==> config.mk <==
export PLATFORM = sky130hd
export DESIGN_NAME = axis_ready_gen
export DESIGN_NICKNAME = d
export VERILOG_FILES = /design/src/rtl/axis_chk_pkg.sv /design/src/rtl/axis_ready_gen.sv
export SDC_FILE = /design/constraint.sdc
export NUM_CORES = 1
export LEC_CHECK = 0
export CORE_UTILIZATION = 53
export DETAILED_ROUTE_END_ITERATION = 12
export GPL_TIMING_DRIVEN = 0
export PLACE_DENSITY = 0.73
export SLEW_MARGIN = 20
export SYNTH_ARGS = -nofsm -noshare
export SYNTH_HDL_FRONTEND = slang
export SYNTH_SLANG_ARGS = --single-unit
==> constraint.sdc <==
create_clock -name clk -period 1.01 [get_ports clk]
set_input_delay 0.101 -clock clk [delete_from_list [all_inputs] [get_ports clk]]
set_output_delay 0.101 -clock clk [all_outputs]
set_load 0.03 [all_outputs]
==> src/rtl/axis_chk_pkg.sv <==
// -----------------------------------------------------------------------------
// axis_chk_pkg
// Shared definitions for the AXI-Stream frame checker:
//   - ready_mode encodings
//   - bit positions inside err_flags
//   - checker FSM state encoding
//   - PRBS33 next-state helper used by the ready generator
// -----------------------------------------------------------------------------
package axis_chk_pkg;

    // ready_mode encodings
    localparam logic [1:0] MODE_ALWAYS      = 2'd0;
    localparam logic [1:0] MODE_RANDOM      = 2'd1;
    localparam logic [1:0] MODE_AFTER_VALID = 2'd2;
    localparam logic [1:0] MODE_HOLD        = 2'd3;

    // err_flags = {timeout, early_eol, no_eol, unexp_sof, no_sof}
    localparam int ERR_W         = 5;
    localparam int ERR_NO_SOF    = 0;
    localparam int ERR_UNEXP_SOF = 1;
    localparam int ERR_NO_EOL    = 2;
    localparam int ERR_EARLY_EOL = 3;
    localparam int ERR_TIMEOUT   = 4;

    typedef enum logic {
        ST_WAIT_SOF = 1'b0,
        ST_IN_FRAME = 1'b1
    } chk_state_e;

    // PRBS33 step: shift left, feed back the XNOR of taps 32 and 19.
    function automatic logic [32:0] prbs33_next(input logic [32:0] s);
        return {s[31:0], s[32] ^ ~s[19]};
    endfunction

endpackage

==> src/rtl/axis_ready_gen.sv <==
// -----------------------------------------------------------------------------
// axis_ready_gen
// Produces the registered s_tready for the frame checker.
//   clk        clock
//   rst        asynchronous reset, active-high
//   mode_i     ready_mode (ALWAYS / RANDOM / AFTER_VALID / HOLD)
//   tvalid_i   stream valid (used by AFTER_VALID)
//   tready_o   registered ready
// The PRBS33 advances every cycle regardless of mode, so the RANDOM pattern
// is a fixed function of the cycle count since reset.
// -----------------------------------------------------------------------------
module axis_ready_gen
    import axis_chk_pkg::*;
#(
    parameter logic [32:0] PRBS_SEED = 33'h04A4B_B532
) (
    input  logic       clk,
    input  logic       rst,
    input  logic [1:0] mode_i,
    input  logic       tvalid_i,
    output logic       tready_o
);

    logic [32:0] prbs_q;
    logic        tready_q;
    logic        tready_d;

    always_comb begin
        tready_d = 1'b0;
        case (mode_i)
            MODE_ALWAYS:      tready_d = 1'b1;
            MODE_RANDOM:      tready_d = prbs_q[32];
            // Toggle off after every ready cycle: at most one beat per two cycles.
            MODE_AFTER_VALID: tready_d = tvalid_i & ~tready_q;
            default:          tready_d = 1'b0;
        endcase
    end

    always_ff @(posedge clk or posedge rst) begin
        if (rst) begin
            prbs_q   <= PRBS_SEED;
            tready_q <= 1'b0;
        end else begin
            prbs_q   <= prbs33_next(prbs_q);
            tready_q <= tready_d;
        end
    end

    assign tready_o = tready_q;

endmodule

* After elaboration in Yosys (flattened, before gate mapping)
Cells that the tools add are included.
** Cells by class
- Eq/ne operators :: 2
- Muxes and demuxes :: 1
- Bitwise operators :: 4
- Reductions and logical operators :: 1
** Operator list (count)
- $pmux W1 S3 :: 1
- $eq A2 B1 Y1 const B :: 1
- $eq A2 B2 Y1 const B :: 1
- $logic_not A2 Y1 :: 1
- $not A1 Y1 :: 2
- $and A1 B1 Y1 :: 1
- $xor A1 B1 Y1 :: 1
** Storage, ports and cells
- Bits in registers :: 34
- Input bits :: 5
- Word-level logic and storage cells :: 10

* Logic depth before layout (Yosys ltp)
Gate-level depths: netlist of the first run.
- Depth after elaboration :: 3
- Mapped depth :: 2
- Depth with buffers taken out :: 2

* Least setup slack after synthesis of the first run
OpenSTA, ideal clock, no wires.
- Path type :: reg-to-reg
- Start :: register tready_q, in the netlist tready_o
- End :: register tready_q, in the netlist tready_o
- Library setup time :: 0.121 ns
- Data arrival time :: 0.682 ns
- Required time :: 0.889 ns
- Setup slack :: 0.206 ns
- Stages on the path, launching flop included :: 3
- Path buffers :: 0
- Clock period less this slack :: 0.804 ns
- Path through :: dfrtp_1 -> nor2_1 -> o2bb2ai_1
** Between the ends
- Word-level cells in the longest chain between the ends :: 3
** RTL lines
- start: declaration :: RTL line axis_ready_gen.sv:25 : logic tready_q;
- start signal: assignment :: RTL line axis_ready_gen.sv:45 : tready_q <= tready_d;
- $not A1 Y1 :: RTL line axis_ready_gen.sv:34 : MODE_AFTER_VALID: tready_d = tvalid_i & ~tready_q;
- $and A1 B1 Y1 :: RTL line axis_ready_gen.sv:34
- $pmux W1 S3 :: RTL line axis_ready_gen.sv:30 : case (mode_i)
- named net tready_d :: RTL line axis_ready_gen.sv:26 : logic tready_d;
The timed path passes the listed nets, and every way through them passes these cells.

* Worst setup path after layout of the first run
- Start :: register tready_q, in the netlist tready_o
- End :: output tready_o
** RTL lines
- end: declaration :: RTL line axis_ready_gen.sv:21 : output logic tready_o
No word-level cell between the ends.

==> results.toml, run 1 <==
[power_and_ir_drop]
internal_power_mw = 1.726
p_leak_nw = 0.4569
seq_power_share_pct = 63.3
irDropWorstVdd_mv = 1.340
p_comb_share_pct = 2.7
pwr-share-clk_pct = 34.0
cellPowerDensity_mw_per_mm2 = 2077
switching_share_pct = 20.10
power.total_mw = 2.160
switchingPower_uw = 434.1

[timing]
setup_violations = 0
slew_headroom_pct = 55.63
fin_crit_sh_pct = 96.12
worstMarginPinSlew_ps = 664.1
setup_slack_ps = 39.23
max_freq_mhz = 1030
whs_ps = 225.2
slew_viol_final = 0
period_minus_slack_ps = 970.8
fin_skew_ps = 1.775
hold_violations = 0
setup-tns-final_ps = 0

[critical_path]
cp_top_family = "flip-flops"
rr_startpoint = "tready_o$_DFF_PP0_"
cp-endpoint = "tready_o"
crit_start = "tready_o$_DFF_PP0_"
reg2regPathDepth = 3
endpoint_kind = "output pin"
cp-start-kind = "flip-flop"
required_ps = 910
crit_chain = "buf_4"
critical_path_buf_inv_count = 1
cp_max_fo = 2
path_depth = 1
crit_path_top_delay_cell = "dfrtp_1"
slowest_delay_ps = 390
r2r_end = "tready_o$_DFF_PP0_"
cp_data_arrival_time_ps = 870
reg2reg_slack_ps = 190
crit_type = "flip-flop to output pin"

[placed_design]
port-buffer-count = 5
hpwl_um = 564.8
gp_congestion = 0.6788
dp_worst_setup_slack_ps = -469.3
dp_cells = 60
placed_area_um2 = 970.9

[route]
vias = 335
antenna_left = 0
drc = 0
drt_iter0_drc = 2
detail_route.wirelength_um = 1076
wire_per_inst_um = 15.59
routed_via_density = 4.855
dr.pass1.iters = 2

[finish]
stdcell_area_mm2 = 0.001040
final_cells = 69
fin_util_pct = 67.45
syn_to_final_growth_pct = 15.42
nNetsFinal = 57
layout-drive-gt1-share_pct = 47.17
diodes = 0
n_fill_cell = 103

[job]
drv_cap = 0

[die]
die-area_mm2 = 0.001868
rows = 14
dieHeight_um = 43.23
initial_core_util_pct = 58.44
core_mm2 = 0.001541
io_pins = 6
fp.dieW_um = 43.23

[yosys]
synth_top_area_cell = "dfrtp_1"
postSynthCellCount = 39
syn_nets = 44
synth_seq_area_share_pct = 96.53
synthesis.area_um2 = 900.9
syn_area_per_cell_um2 = 23.10
ys_types = 7
yosys_warnings = 0
synth_top_area_share_pct = 52.78
yosys-top-cells-area = "dfrtp_1 53%, dfstp_2 44%, o2bb2ai_1 0.97%"
synth-seq-cells = 34

[clock_network]
ctsHoldBuffers = 0
cts.htree.levels = 2
cts-root-buf = "clkbuf_4"
cts.clk_slew.worst_paths_ps = 90
cts_tree = "built"
cts_num_sinks = 34
clk_latency_ps = 320
numCtsBuffers = 5
clockBufferDepth = 2

[global_routing]
track_usage_pct = 15.63
grt_pass1_vias = 363
grt-ovfl-total = 0
antenna_found_initial = 0
grt_pass1_wl_um = 1766
grt_max_degree = 35

[run_status]
status = "finished, final reports clean"

[worst_hold_path]
hp-class = "input port to async pin"
==> flip-flops by register name (all words and copies together), names as in the netlist <==
| register | count |
|---|---|
| tready_o | 1 |
| prbs_q | 33 |
==> cell families (layout without fill, tap and decap cells) <==
logic type | Yosys count | count (layout) | synth area share (%)
and+or+nand+nor | 2 | 2 | 1.111
AOI/OAI and AO/OA | 1 | 1 | 0.9724
DFF | 34 | 34 | 96.53
buffers and inverters | 1 | 15 | 0.4163
xor gates and xnor gates | 1 | 1 | 0.9724
==> synthesized netlist by cell type, drive strengths merged <==
cell	instances
dfrtp	19
dfstp	15
inv	1
nor2	1
nor2b	1
o2bb2ai	1
xnor2	1
==> area by class of cell <==
cell class                      instances  area (um2)  area share, %
Sequential cell                        34       869.6          83.63
Clock buffer                            7       55.05          5.295
Timing Repair Buffer                    6       55.05          5.295
Multi-Input combinational cell          4       27.53          2.647
Tap cell                               16       20.02          1.925
Inverter                                1       7.507         0.7220
Clock inverter                          1       5.005         0.4813
==> placed cells by master (no fill, tap or decap) <==
master / count
buf_4: 2
clkbuf_1: 1
clkbuf_4: 5
clkbuf_8: 1
clkdlybuf4s50_1: 4
clkinv_2: 1
clkinvlp_4: 1
dfrtp_1: 19
dfstp_2: 15
nor2_1: 1
nor2b_1: 1
o2bb2ai_1: 1
xnor2_1: 1
==> power groups by stage <==
stage	Combinational [mW]	Sequential, mW	Clock [mW]
after global routing	0.0641	1.37	0.839
after floorplan	0.0225	1.40	0
after global placement	0.0511	1.39	0
after CTS	0.0557	1.37	0.772
after detailed placement	0.0542	1.39	0
final	0.0576	1.37	0.735
==> routing by layer <==
| metal | GRT usage, % | wire (um) | vias to the layer above |
|---|---|---|---|
| met5 | 0 | 0 | - |
| met4 | 10.91 | 17 | 0 |
| met3 | 11.91 | 89 | 3 |
| met2 | 16.72 | 414 | 11 |
| met1 | 21.05 | 555 | 176 |
| li1 | - | - | 145 |
==> how the worst min path moves through the flow <==
stage	endpoint	slack, ps	cells after the start
4_1_cts	prbs_q[6]$_DFF_PP0_	220	2
5_1_grt	prbs_q[21]$_DFF_PP0_	240	2
3_5_place_dp	prbs_q[32]$_DFF_PP0_	340	0
6_report	prbs_q[14]$_DFF_PP0_	230	2
3_3_place_gp	prbs_q[19]$_DFF_PP1_	340	0
2_1_floorplan	tready_o$_DFF_PP0_	180	1
==> repair_timing <==
| action | CTS | global route |
|---|---|---|
| setup buffers | 0 | 1 |
| resized for setup | 4 | 4 |
| setup endpoints to repair | 20 | 1 |
Note: power is estimated with default switching activity, not from simulation.
==> inputs of run 2 (changes only) <==
GPL_ROUTABILITY_DRIVEN = 0   (was not set)
HOLD_SLACK_MARGIN = 0.12   (was not set)
==> results of run 2 <==
No change in the layout: final DEF, timing and power equal those of run 1.
